<file path="config.mk">
export PLATFORM = sky130hd
export DESIGN_NAME = rlbp_serial_capture
export DESIGN_NICKNAME = d
export VERILOG_FILES = /design/src/rtl/rlbp_cap_pkg.sv /design/src/rtl/rlbp_cap_fifo.sv /design/src/rtl/rlbp_serial_capture.sv
export SDC_FILE = /design/constraint.sdc
export NUM_CORES = 1
export LEC_CHECK = 0
export ABC_AREA = 1
export ABC_CLOCK_PERIOD_IN_PS = 5900
export CAP_MARGIN = 20
export CORE_MARGIN = 4
export CORE_UTILIZATION = 23
export CTS_BUF_LIST = sky130_fd_sc_hd__clkbuf_16
export CTS_CLUSTER_SIZE = 30
export DETAILED_ROUTE_END_ITERATION = 7
export GPL_ROUTABILITY_DRIVEN = 0
export PLACE_DENSITY_LB_ADDON = 0.15
export SYNTH_ARGS = -nofsm -noshare
export SYNTH_HDL_FRONTEND = slang
export SYNTH_SLANG_ARGS = --single-unit
</file>
<file path="constraint.sdc">
create_clock -name clk -period 5.9 [get_ports clk]
set_input_delay 1.77 -clock clk [delete_from_list [all_inputs] [get_ports clk]]
set_output_delay 1.77 -clock clk [all_outputs]
set_load 0.01 [all_outputs]
</file>
<file path="src/rtl/rlbp_cap_pkg.sv">
// Shared definitions for the RLBP serial capture block: Wishbone register
// offsets, CTRL/STATUS/DATA bit positions and the STATUS word packer.
package rlbp_cap_pkg;

    // Word offsets taken from wbs_adr_i[3:2].
    typedef enum logic [1:0] {
        REG_DATA   = 2'd0,
        REG_STATUS = 2'd1,
        REG_CTRL   = 2'd2,
        REG_RSVD   = 2'd3
    } reg_off_e;

    // CTRL fields.
    localparam int CTRL_ENABLE_BIT = 0;
    localparam int CTRL_CLEAR_BIT  = 1;
    localparam int CTRL_THR_LSB    = 8;
    localparam int CTRL_THR_W      = 6;

    // STATUS fields.
    localparam int STAT_COUNT_LSB  = 0;
    localparam int STAT_COUNT_W    = 6;
    localparam int STAT_EMPTY_BIT  = 12;
    localparam int STAT_FULL_BIT   = 13;
    localparam int STAT_OVF_BIT    = 14;
    localparam int STAT_FERR_BIT   = 15;

    // DATA fields.
    localparam int DATA_VALID_BIT  = 31;

    typedef struct packed {
        logic       frame_err;
        logic       overflow;
        logic       full;
        logic       empty;
        logic [5:0] count;
    } status_t;

    // Place the status fields at their register bit positions.
    function automatic logic [31:0] pack_status(input status_t s);
        logic [31:0] w;
        w = '0;
        w[STAT_FERR_BIT]  = s.frame_err;
        w[STAT_OVF_BIT]   = s.overflow;
        w[STAT_FULL_BIT]  = s.full;
        w[STAT_EMPTY_BIT] = s.empty;
        w[STAT_COUNT_LSB +: STAT_COUNT_W] = s.count;
        return w;
    endfunction

endpackage

</file>
<file path="src/rtl/rlbp_cap_fifo.sv">
// Byte-wide synchronous FIFO for captured RLBP codes. DEPTH must be a power
// of two (2..32). A pop on empty is ignored; a push on full is ignored unless
// a pop happens in the same cycle. clear has priority over push/pop.
module rlbp_cap_fifo #(
    parameter int DEPTH = 8
) (
    input  logic       clk,
    input  logic       rst,
    input  logic       clear,
    input  logic       push,
    input  logic       pop,
    input  logic [7:0] din,
    output logic [7:0] dout,
    output logic [5:0] count,
    output logic       full,
    output logic       empty
);
    localparam int AW = $clog2(DEPTH);

    logic [7:0]    mem [DEPTH];
    logic [AW-1:0] wr_ptr;
    logic [AW-1:0] rd_ptr;
    logic [AW:0]   level;
    logic          do_push;
    logic          do_pop;

    assign full    = (level == (AW+1)'(DEPTH));
    assign empty   = (level == '0);
    assign do_pop  = pop & ~empty;
    assign do_push = push & (~full | do_pop);
    assign dout    = mem[rd_ptr];
    assign count   = 6'(level);

    // Storage write port.
    // NOTE: the data array has no reset; only pointers and level define
    // which entries are meaningful, so resetting storage would buy nothing.
    always_ff @(posedge clk) begin
        if (do_push && !clear) begin
            mem[wr_ptr] <= din;
        end
    end

    // Pointer and occupancy bookkeeping.
    // NOTE: all sequential state uses non-blocking assignment so every
    // register samples pre-edge values regardless of statement order.
    always_ff @(posedge clk) begin
        if (rst || clear) begin
            wr_ptr <= '0;
            rd_ptr <= '0;
            level  <= '0;
        end else begin
            if (do_push) wr_ptr <= wr_ptr + 1'b1;
            if (do_pop)  rd_ptr <= rd_ptr + 1'b1;
            case ({do_push, do_pop})
                2'b10:   level <= level + 1'b1;
                2'b01:   level <= level - 1'b1;
                default: level <= level;
            endcase
        end
    end

endmodule

</file>
<file path="src/rtl/rlbp_serial_capture.sv">
// RLBP serial capture: deserializes the RLBP MSB-first bitstream into bytes,
// buffers them in rlbp_cap_fifo and exposes DATA/STATUS/CTRL over Wishbone.
// Optional FIFO-level interrupt output irq under macro RLBP_CAP_IRQ_EN.
module rlbp_serial_capture
    import rlbp_cap_pkg::*;
#(
    parameter int         DEPTH       = 8,
    parameter logic [3:0] ADDR_NIBBLE = 4'h4
) (
    input  logic        clk,
    input  logic        rst,
    input  logic        ser_data,
    input  logic        ser_valid,
    input  logic        ser_sof,
    input  logic        wbs_stb_i,
    input  logic        wbs_cyc_i,
    input  logic        wbs_we_i,
    input  logic [3:0]  wbs_sel_i,
    input  logic [31:0] wbs_adr_i,
    input  logic [31:0] wbs_dat_i,
    output logic        wbs_ack_o,
    output logic [31:0] wbs_dat_o
`ifdef RLBP_CAP_IRQ_EN
    ,
    output logic        irq
`endif
);
    logic       enable;
    logic [5:0] irq_thr;
    logic [7:0] shift_q;
    logic [2:0] bit_cnt;
    logic       push_q;
    logic       overflow;
    logic       frame_err;

    logic [7:0] fifo_dout;
    logic [5:0] fifo_count;
    logic       fifo_full;
    logic       fifo_empty;

    logic       wb_accept;
    logic       pop_req;
    logic       ctrl_wr;
    logic       clear_req;
    reg_off_e   reg_off;
    status_t    status;
    logic [31:0] rd_word;
    logic       unused_bits;

    assign reg_off   = reg_off_e'(wbs_adr_i[3:2]);
    assign wb_accept = wbs_cyc_i & wbs_stb_i & (wbs_adr_i[31:28] == ADDR_NIBBLE) & ~wbs_ack_o;
    assign pop_req   = wb_accept & ~wbs_we_i & (reg_off == REG_DATA);
    assign ctrl_wr   = wb_accept & wbs_we_i & (reg_off == REG_CTRL) & wbs_sel_i[0];
    assign clear_req = ctrl_wr & wbs_dat_i[CTRL_CLEAR_BIT];

    assign status = '{frame_err: frame_err, overflow: overflow, full: fifo_full,
                      empty: fifo_empty, count: fifo_count};

    assign unused_bits = ^{wbs_adr_i[27:4], wbs_adr_i[1:0], wbs_dat_i[31:14],
                           wbs_dat_i[13:8], wbs_dat_i[7:2], wbs_sel_i[3:1]};

    // Read mux: the word returned for an access accepted this cycle.
    // NOTE: rd_word gets a default before the case so no path leaves it
    // unassigned, which would otherwise infer a latch.
    always_comb begin
        rd_word = '0;
        case (reg_off)
            REG_DATA: begin
                if (!fifo_empty) begin
                    rd_word[DATA_VALID_BIT] = 1'b1;
                    rd_word[7:0]            = fifo_dout;
                end
            end
            REG_STATUS: rd_word = pack_status(status);
            REG_CTRL: begin
                rd_word[CTRL_ENABLE_BIT]             = enable;
                rd_word[CTRL_THR_LSB +: CTRL_THR_W]  = irq_thr;
            end
            default: rd_word = '0;
        endcase
    end

    // Wishbone response: one-cycle ack after acceptance, data latched at acceptance.
    always_ff @(posedge clk) begin
        if (rst) begin
            wbs_ack_o <= 1'b0;
            wbs_dat_o <= '0;
        end else begin
            wbs_ack_o <= wb_accept;
            wbs_dat_o <= (wb_accept && !wbs_we_i) ? rd_word : '0;
        end
    end

    // CTRL enable bit; clear is a pulse and never stored.
    always_ff @(posedge clk) begin
        if (rst) begin
            enable <= 1'b0;
        end else if (ctrl_wr) begin
            enable <= wbs_dat_i[CTRL_ENABLE_BIT];
        end
    end

`ifdef RLBP_CAP_IRQ_EN
    // Interrupt threshold; written only when both low byte lanes are selected.
    always_ff @(posedge clk) begin
        if (rst) begin
            irq_thr <= '0;
        end else if (ctrl_wr && wbs_sel_i[1]) begin
            irq_thr <= wbs_dat_i[CTRL_THR_LSB +: CTRL_THR_W];
        end
    end

    // Level interrupt, registered so it trails the count by one cycle.
    always_ff @(posedge clk) begin
        if (rst) begin
            irq <= 1'b0;
        end else begin
            irq <= enable && (irq_thr != '0) && (fifo_count >= irq_thr);
        end
    end
`else
    assign irq_thr = '0;
`endif

    // Assembler: positional MSB-first fill; a completed byte is pushed next cycle
    // straight from shift_q, which the following sof can overwrite at the same edge.
    always_ff @(posedge clk) begin
        if (rst || clear_req) begin
            shift_q <= '0;
            bit_cnt <= '0;
            push_q  <= 1'b0;
        end else begin
            push_q <= 1'b0;
            if (!enable) begin
                bit_cnt <= '0;
            end else if (ser_valid) begin
                if (ser_sof) begin
                    shift_q <= {ser_data, 7'b0};
                    bit_cnt <= 3'd1;
                end else if (bit_cnt != 3'd0) begin
                    shift_q[3'd7 - bit_cnt] <= ser_data;
                    bit_cnt <= bit_cnt + 3'd1;
                    if (bit_cnt == 3'd7) begin
                        push_q <= 1'b1;
                    end
                end
            end
        end
    end

    // Sticky error flags, cleared by reset or CTRL clear.
    always_ff @(posedge clk) begin
        if (rst || clear_req) begin
            overflow  <= 1'b0;
            frame_err <= 1'b0;
        end else begin
            if (push_q && fifo_full && !pop_req) begin
                overflow <= 1'b1;
            end
            if (enable && ser_valid && ser_sof && (bit_cnt != 3'd0)) begin
                frame_err <= 1'b1;
            end
        end
    end

    rlbp_cap_fifo #(
        .DEPTH(DEPTH)
    ) u_fifo (
        .clk   (clk),
        .rst   (rst),
        .clear (clear_req),
        .push  (push_q),
        .pop   (pop_req),
        .din   (shift_q),
        .dout  (fifo_dout),
        .count (fifo_count),
        .full  (fifo_full),
        .empty (fifo_empty)
    );

endmodule

</file>
# Yosys cells after proc, flatten, opt, wreduce, memory -nomap -nowiden
# Memories as Yosys holds them, arrays and structs flattened. A register that Yosys moved wholly into a read port is not among the register bits.
# Index checks and enable logic that the tools add are counted.
# classes
bitwise	22
mux	17
addsub	6
reduce_logical	24
n_eq_ne	7
magnitude_cmp	2
# op_table
cell	count
8-bit two-way mux	3
7-bit case mux with 2 select lines	1
3-bit two-way mux	4
1-bit AND	11
1-bit NOT	10
3-bit by 1-bit adder with 3-bit output, second input constant	3
8-bit bitwise mux	1
1-bit logical AND	8
4-bit case mux with 2 select lines	1
3-bit OR reduction	2
1-bit two-way mux	5
5-bit OR reduction	1
4-bit by 1-bit adder with 4-bit output, second input constant	1
2-bit by 1-bit equality test with 1-bit output, second input constant	2
2-bit equality test, second input constant	2
4-bit by 3-bit equality test with 1-bit output, second input constant	1
4-bit equality test, second input constant	1
4-bit logical NOT	1
3-bit by 4-bit less-than comparator with 1-bit output, second input constant	1
2-bit nonzero test	2
2-bit OR reduction	2
4-bit by 1-bit subtractor with 4-bit output, second input constant	1
1-bit demux with 3-bit select	1
3-bit equality test, second input constant	1
other kinds (10)	12
# word_totals
ff_bits	58
n_memories	1
ram_bits	64
# memory_table
name	words	width	read_ports	rd_ports_with_merged_regs	wr	line	text
u_fifo.mem	8	8	1	1	1	rlbp_cap_fifo.sv:20	logic [7:0] mem [DEPTH];

# Logic depth before layout (Yosys ltp)
# logic_depth
ltp_word	11
mapped_depth	17
mapped_depth_nobuf	17

# Hierarchy
# Synthesis repeated with hierarchy kept, for this count alone.
# hier_totals
cells_unflattened	465
hier_area_um2	4763.3
# modules_own_cells
module	area_each_um2	instances	seq_area_each_um2	cells_each
rlbp_cap_fifo	3259.4	1	2182.1	265
rlbp_serial_capture	1503.9	1	580.6	200

# Least setup slack after synthesis
# No wires, ideal clock.
# synth_path
path_type	input to register
startpoint	input port wbs_adr_i[28]
endpoint	register u_fifo.level[2]
required_ns	5.830
slack_ns	2.512
path_stages	16
n_path_buf	0
t_arrival_ns	3.318
setup_ns	0.070
cell_sequence	inv_1 > nand2_1 > nor2_1 > nand2_2 > inv_2 > nand3_1 > inv_2 > ha_1 > nand2_1 > inv_1 > nor2_1 > ha_1 > a21oi_1 > xnor2_1 > nand2_1 > a21oi_1
# synth_via
elab_chain_len	10
# synth_rtl
element	line	text
from (decl)	rlbp_serial_capture.sv:19	input logic [31:0] wbs_adr_i,
4-bit by 3-bit equality test with 1-bit output *	rlbp_serial_capture.sv:51	assign wb_accept = wbs_cyc_i & wbs_stb_i & (wbs_adr_i[31:28] == ADDR_NIBBLE) & ~wbs_ack_o;
1-bit AND * (2 in series)	rlbp_serial_capture.sv:51	
1-bit AND * (2 in series)	rlbp_serial_capture.sv:52	assign pop_req = wb_accept & ~wbs_we_i & (reg_off == REG_DATA);
1-bit AND *	rlbp_cap_fifo.sv:29	assign do_pop = pop & ~empty;
named net u_fifo.do_pop	rlbp_cap_fifo.sv:25	logic do_pop;
1-bit OR	rlbp_cap_fifo.sv:30	assign do_push = push & (~full | do_pop);
1-bit AND	rlbp_cap_fifo.sv:30	
2-bit by 1-bit equality test with 1-bit output / 2-bit equality test (equally long branches)	rlbp_cap_fifo.sv:54	case ({do_push, do_pop})
4-bit case mux with 2 select lines / 2-bit nonzero test (equally long branches)	n/a	
to (signal assigned)	rlbp_cap_fifo.sv:55	2'b10: level <= level + 1'b1;
to (signal assigned)	rlbp_cap_fifo.sv:56	2'b01: level <= level - 1'b1;
to (signal assigned)	rlbp_cap_fifo.sv:57	default: level <= level;
to (decl)	rlbp_cap_fifo.sv:23	logic [AW:0] level;
# Mark *: on every way through the listed nets, which the timed path passes. The rest lies on a longest branch.
# A chain may end at the register's enable or synchronous reset.

# Final worst setup path
# layout_path
startpoint	input port wbs_adr_i[3]
endpoint	register u_fifo.level[2]
# layout_via
elab_chain_len	7
# layout_rtl
element	line
2-bit logical NOT	rlbp_serial_capture.sv:52
1-bit AND	rlbp_serial_capture.sv:52
1-bit AND	rlbp_cap_fifo.sv:29
1-bit OR	rlbp_cap_fifo.sv:30
1-bit AND	rlbp_cap_fifo.sv:30
2-bit by 1-bit equality test with 1-bit output / 2-bit equality test (equally long branches)	rlbp_cap_fifo.sv:54
4-bit case mux with 2 select lines / 2-bit nonzero test (equally long branches)	n/a
# Parallel ways exist; a longest one is shown, timed or not.

==> impl_metrics.py <==
metrics = {
    "clock_network": {
        "cts_resized": 0,
        "cts_made_buffers": 9,
        "cts_tree": "yes",
        "cts_buffer_depth": 2,
        "clk_pin_slew_ns": 0.07,
        "clk-insertion-delay-late_ns": 0.35,
        "cts_setup_buffers": 0,
        "ctsHoldBuffers": 0,
        "cts_sinks": 106,
        "cts_root_buf": "clkbuf_16",
        "htreeDepth": 3,
    },
    "place": {
        "port_buffers": 30,
        "dpl.cell_count": 760,
        "hpwl_mm": 7.37,
    },
    "sta": {
        "period_share_pct": 64.3,
        "fmax_ghz": 0.263,
        "finalMaxSlewViolations": 0,
        "slew_headroom_pct": 37.0,
        "rsz0062_at_grt": "no",
        "tightest_slew_ns": 0.941,
        "finalCriticalPeriod_ns": 3.80,
        "hold_viol_final": 0,
        "skew_ns": 0.0101,
        "setup_tns_ns": 0,
        "setup_violations": 0,
    },
    "floorplanning": {
        "initial_utilization_pct": 23.7,
        "dieArea_sq_um": 22600,
        "dieHeight_microns": 150,
        "io_pins": 109,
        "row_count": 51,
        "core-area_sq_um": 19700,
        "die_w_microns": 150,
    },
    "synthesis": {
        "yosysTopAreaCell": "edfxtp_1",
        "synth_adder_area_share_pct": 2.14,
        "ys_ff_latch": 106,
        "synth_cell_types": 36,
        "synthTopCellsByArea": "edfxtp_1 (41%), dfxtp_1 (18%), nor2_1 (6.4%)",
        "synth.area.mux_share_pct": 0,
        "synth_top_family_by_area": "simple AND/OR/NAND/NOR gates",
        "ys_seq_area_share_pct": 59.2,
        "syn_avg_cell_area_sq_um": 9.80,
        "synth_compound_area_share_pct": 9.73,
        "synth_cells": 476,
        "syn_area_sq_um": 4670,
        "synthSimpleGateAreaFrac_pct": 19.0,
        "ys_warn_count": 0,
        "synth_xor_area_share_pct": 0.751,
        "yosysTopAreaCellShare_pct": 41.2,
    },
    "drt": {
        "wire_per_inst_microns": 14.1,
        "ant_nets": 0,
        "viasPerCell": 4.10,
        "drcViolationCount": 0,
        "drt_iter0_drc": 135,
        "dr.pass1.iters": 4,
        "wl_mm": 10.9,
        "via_count": 3190,
    },
    "pwr": {
        "power.switching_uw": 294,
        "pwr-share-comb_pct": 2.1,
        "internal-power_uw": 1160,
        "p_total_uw": 1450,
        "p_sw_share_pct": 20.3,
        "ir_worst_vdd_uv": 141,
        "p_leak_uw": 0.00214,
        "p_seq_share_pct": 53.3,
        "power.density_nw_per_um2": 264,
        "p_clk_share_pct": 44.6,
    },
    "global_route": {
        "grt_pass1_vias": 3054,
        "antenna_found_initial": 0,
        "track_usage_pct": 10.3,
        "grt-busiest-layer": "met2",
        "grt_util_met2_pct": 16.5,
        "grt_pass1_wl_mm": 17.3,
        "grt_max_degree": 34,
        "grt.overflow.total": 0,
        "grt_use_met3_pct": 3.25,
        "grtUsageMet1_pct": 13.7,
    },
    "layout": {
        "final_common_cell": "nor2_1",
        "antenna_cells": 0,
        "drive_above_1_share_pct": 9.94,
        "final_cell_count_no_fill": 778,
        "layout.nets": 592,
        "syn_to_final_growth_pct": 17.9,
        "final_cell_mix": "nor2_1 (79), edfxtp_1 (64), nand2_1 (54), o21ai_0 (42), dfxtp_1 (42)",
    },
    "worst_setup_path": {
        "cp_max_fo": 5,
        "worst_setup_path_end_kind": "register",
        "critPathLaunchType": "primary input",
        "required_ns": 6.18,
        "critPathArrivalTime_ns": 4.07,
        "worstSetupPathType": "primary input to register",
        "reg2reg_depth": 14,
    },
    "hold_path": {
        "hp-class": "register to register",
        "holdPathStages": 2,
    },
    "outcome": {
        "status": "completed",
    },
    "job": {
        "drv_cap": 0,
    },
}
registers in the layout (all words and copies together) (netlist names), 3 cells and up, named ones only:
signal / count
u_fifo.wr_ptr: 3
u_fifo.rd_ptr: 3
wbs_dat_o: 13
u_fifo.level: 4
u_fifo.mem: 64
shift_q: 8
bit_cnt: 3
worst max-delay path: stages:
cell	delay, ns
clkdlybuf4s50_1	0.44
inv_2	0.12
nand2_1	0.07
nor2_1	0.14
nand3_1	0.15
nand2_2	0.18
nand2_2	0.12
ha_1	0.27
nand2_1	0.09
inv_1	0.05
nor2_1	0.14
ha_1	0.17
a21oi_1	0.05
xnor2_1	0.17
nand2_1	0.06
a21oi_1	0.11
routing by layer:
| layer | routed length [microns] | vias to the layer above |
|---|---|---|
| li1 | - | 1627 |
| met1 | 5210 | 1497 |
| met2 | 5080 | 59 |
| met3 | 552 | 7 |
| met4 | 100 | 0 |
| met5 | 0 | - |
layout make-up:
type                       count  area (sq um)
timing repair buffer          36           360
inverter                      48           183
tap                          265           332
fill                        2081         14200
multi-input combinational    307          1550
clock buffer                   9           225
sequential                   106          2760
clock inverter                 7          92.6
Yosys cell counts (all sizes together):
| cell type | n |
|---|---|
| dfxtp | 42 |
| inv | 48 |
| edfxtp | 64 |
| buf | 30 |
| xnor2 | 1 |
| o221ai | 1 |
| xor2 | 3 |
| conb | 1 |
| nand3 | 41 |
| nand4 | 1 |
| nor2 | 84 |
| ha | 8 |
| nor3 | 2 |
| o22ai | 7 |
| nor3b | 1 |
| nand2 | 61 |
| a31oi | 2 |
| a21oi | 22 |
| o21ai | 49 |
| o211ai | 4 |
| clkbuf | 3 |
| nand3b | 1 |
kinds of logic (layout without fill, tap and decap cells):
logic type | count (synthesis) | after routing
compound gates | 85 | 85
buf+inv | 81 | 100
other cells | 1 | 19
xor+xnor | 4 | 4
simple gates | 191 | 191
flops | 106 | 106
fa+ha+maj | 8 | 8
metrics by stage:
stage                     setup slack (ns)  util, %  hold slack [ns]  instance area [sq um]
after floorplan                       2.51        -            0.416                   4730
after global placement                1.58     26.1            0.428                   5140
after detailed placement              1.60     26.2            0.437                   5160
after CTS                             1.97     27.8            0.449                   5480
after global routing                  1.83     27.9            0.459                   5500
final                                 2.10     27.9            0.444                   5500
power by group through the flow:
stage,clock [uW],combinational [uW],sequential (uW)
finish,648,30.6,775
global route,693,34.4,775
CTS,668,30.7,775
detailed placement,0,30.6,792
global placement,0,30.6,792
floorplan,0,26.5,792
path summary, 6_finish.rpt:
path,from,to,slack [ns]
worst max-delay path,wbs_adr_i[3],u_fifo.level[2],2.10
worst min-delay path,overflow,wbs_dat_o[14],0.44
worst max register to register,u_fifo.level[0],u_fifo.level[2],3.71
worst min register to register,overflow,wbs_dat_o[14],0.44
No activity file was read; power rests on OpenSTA's default activity.
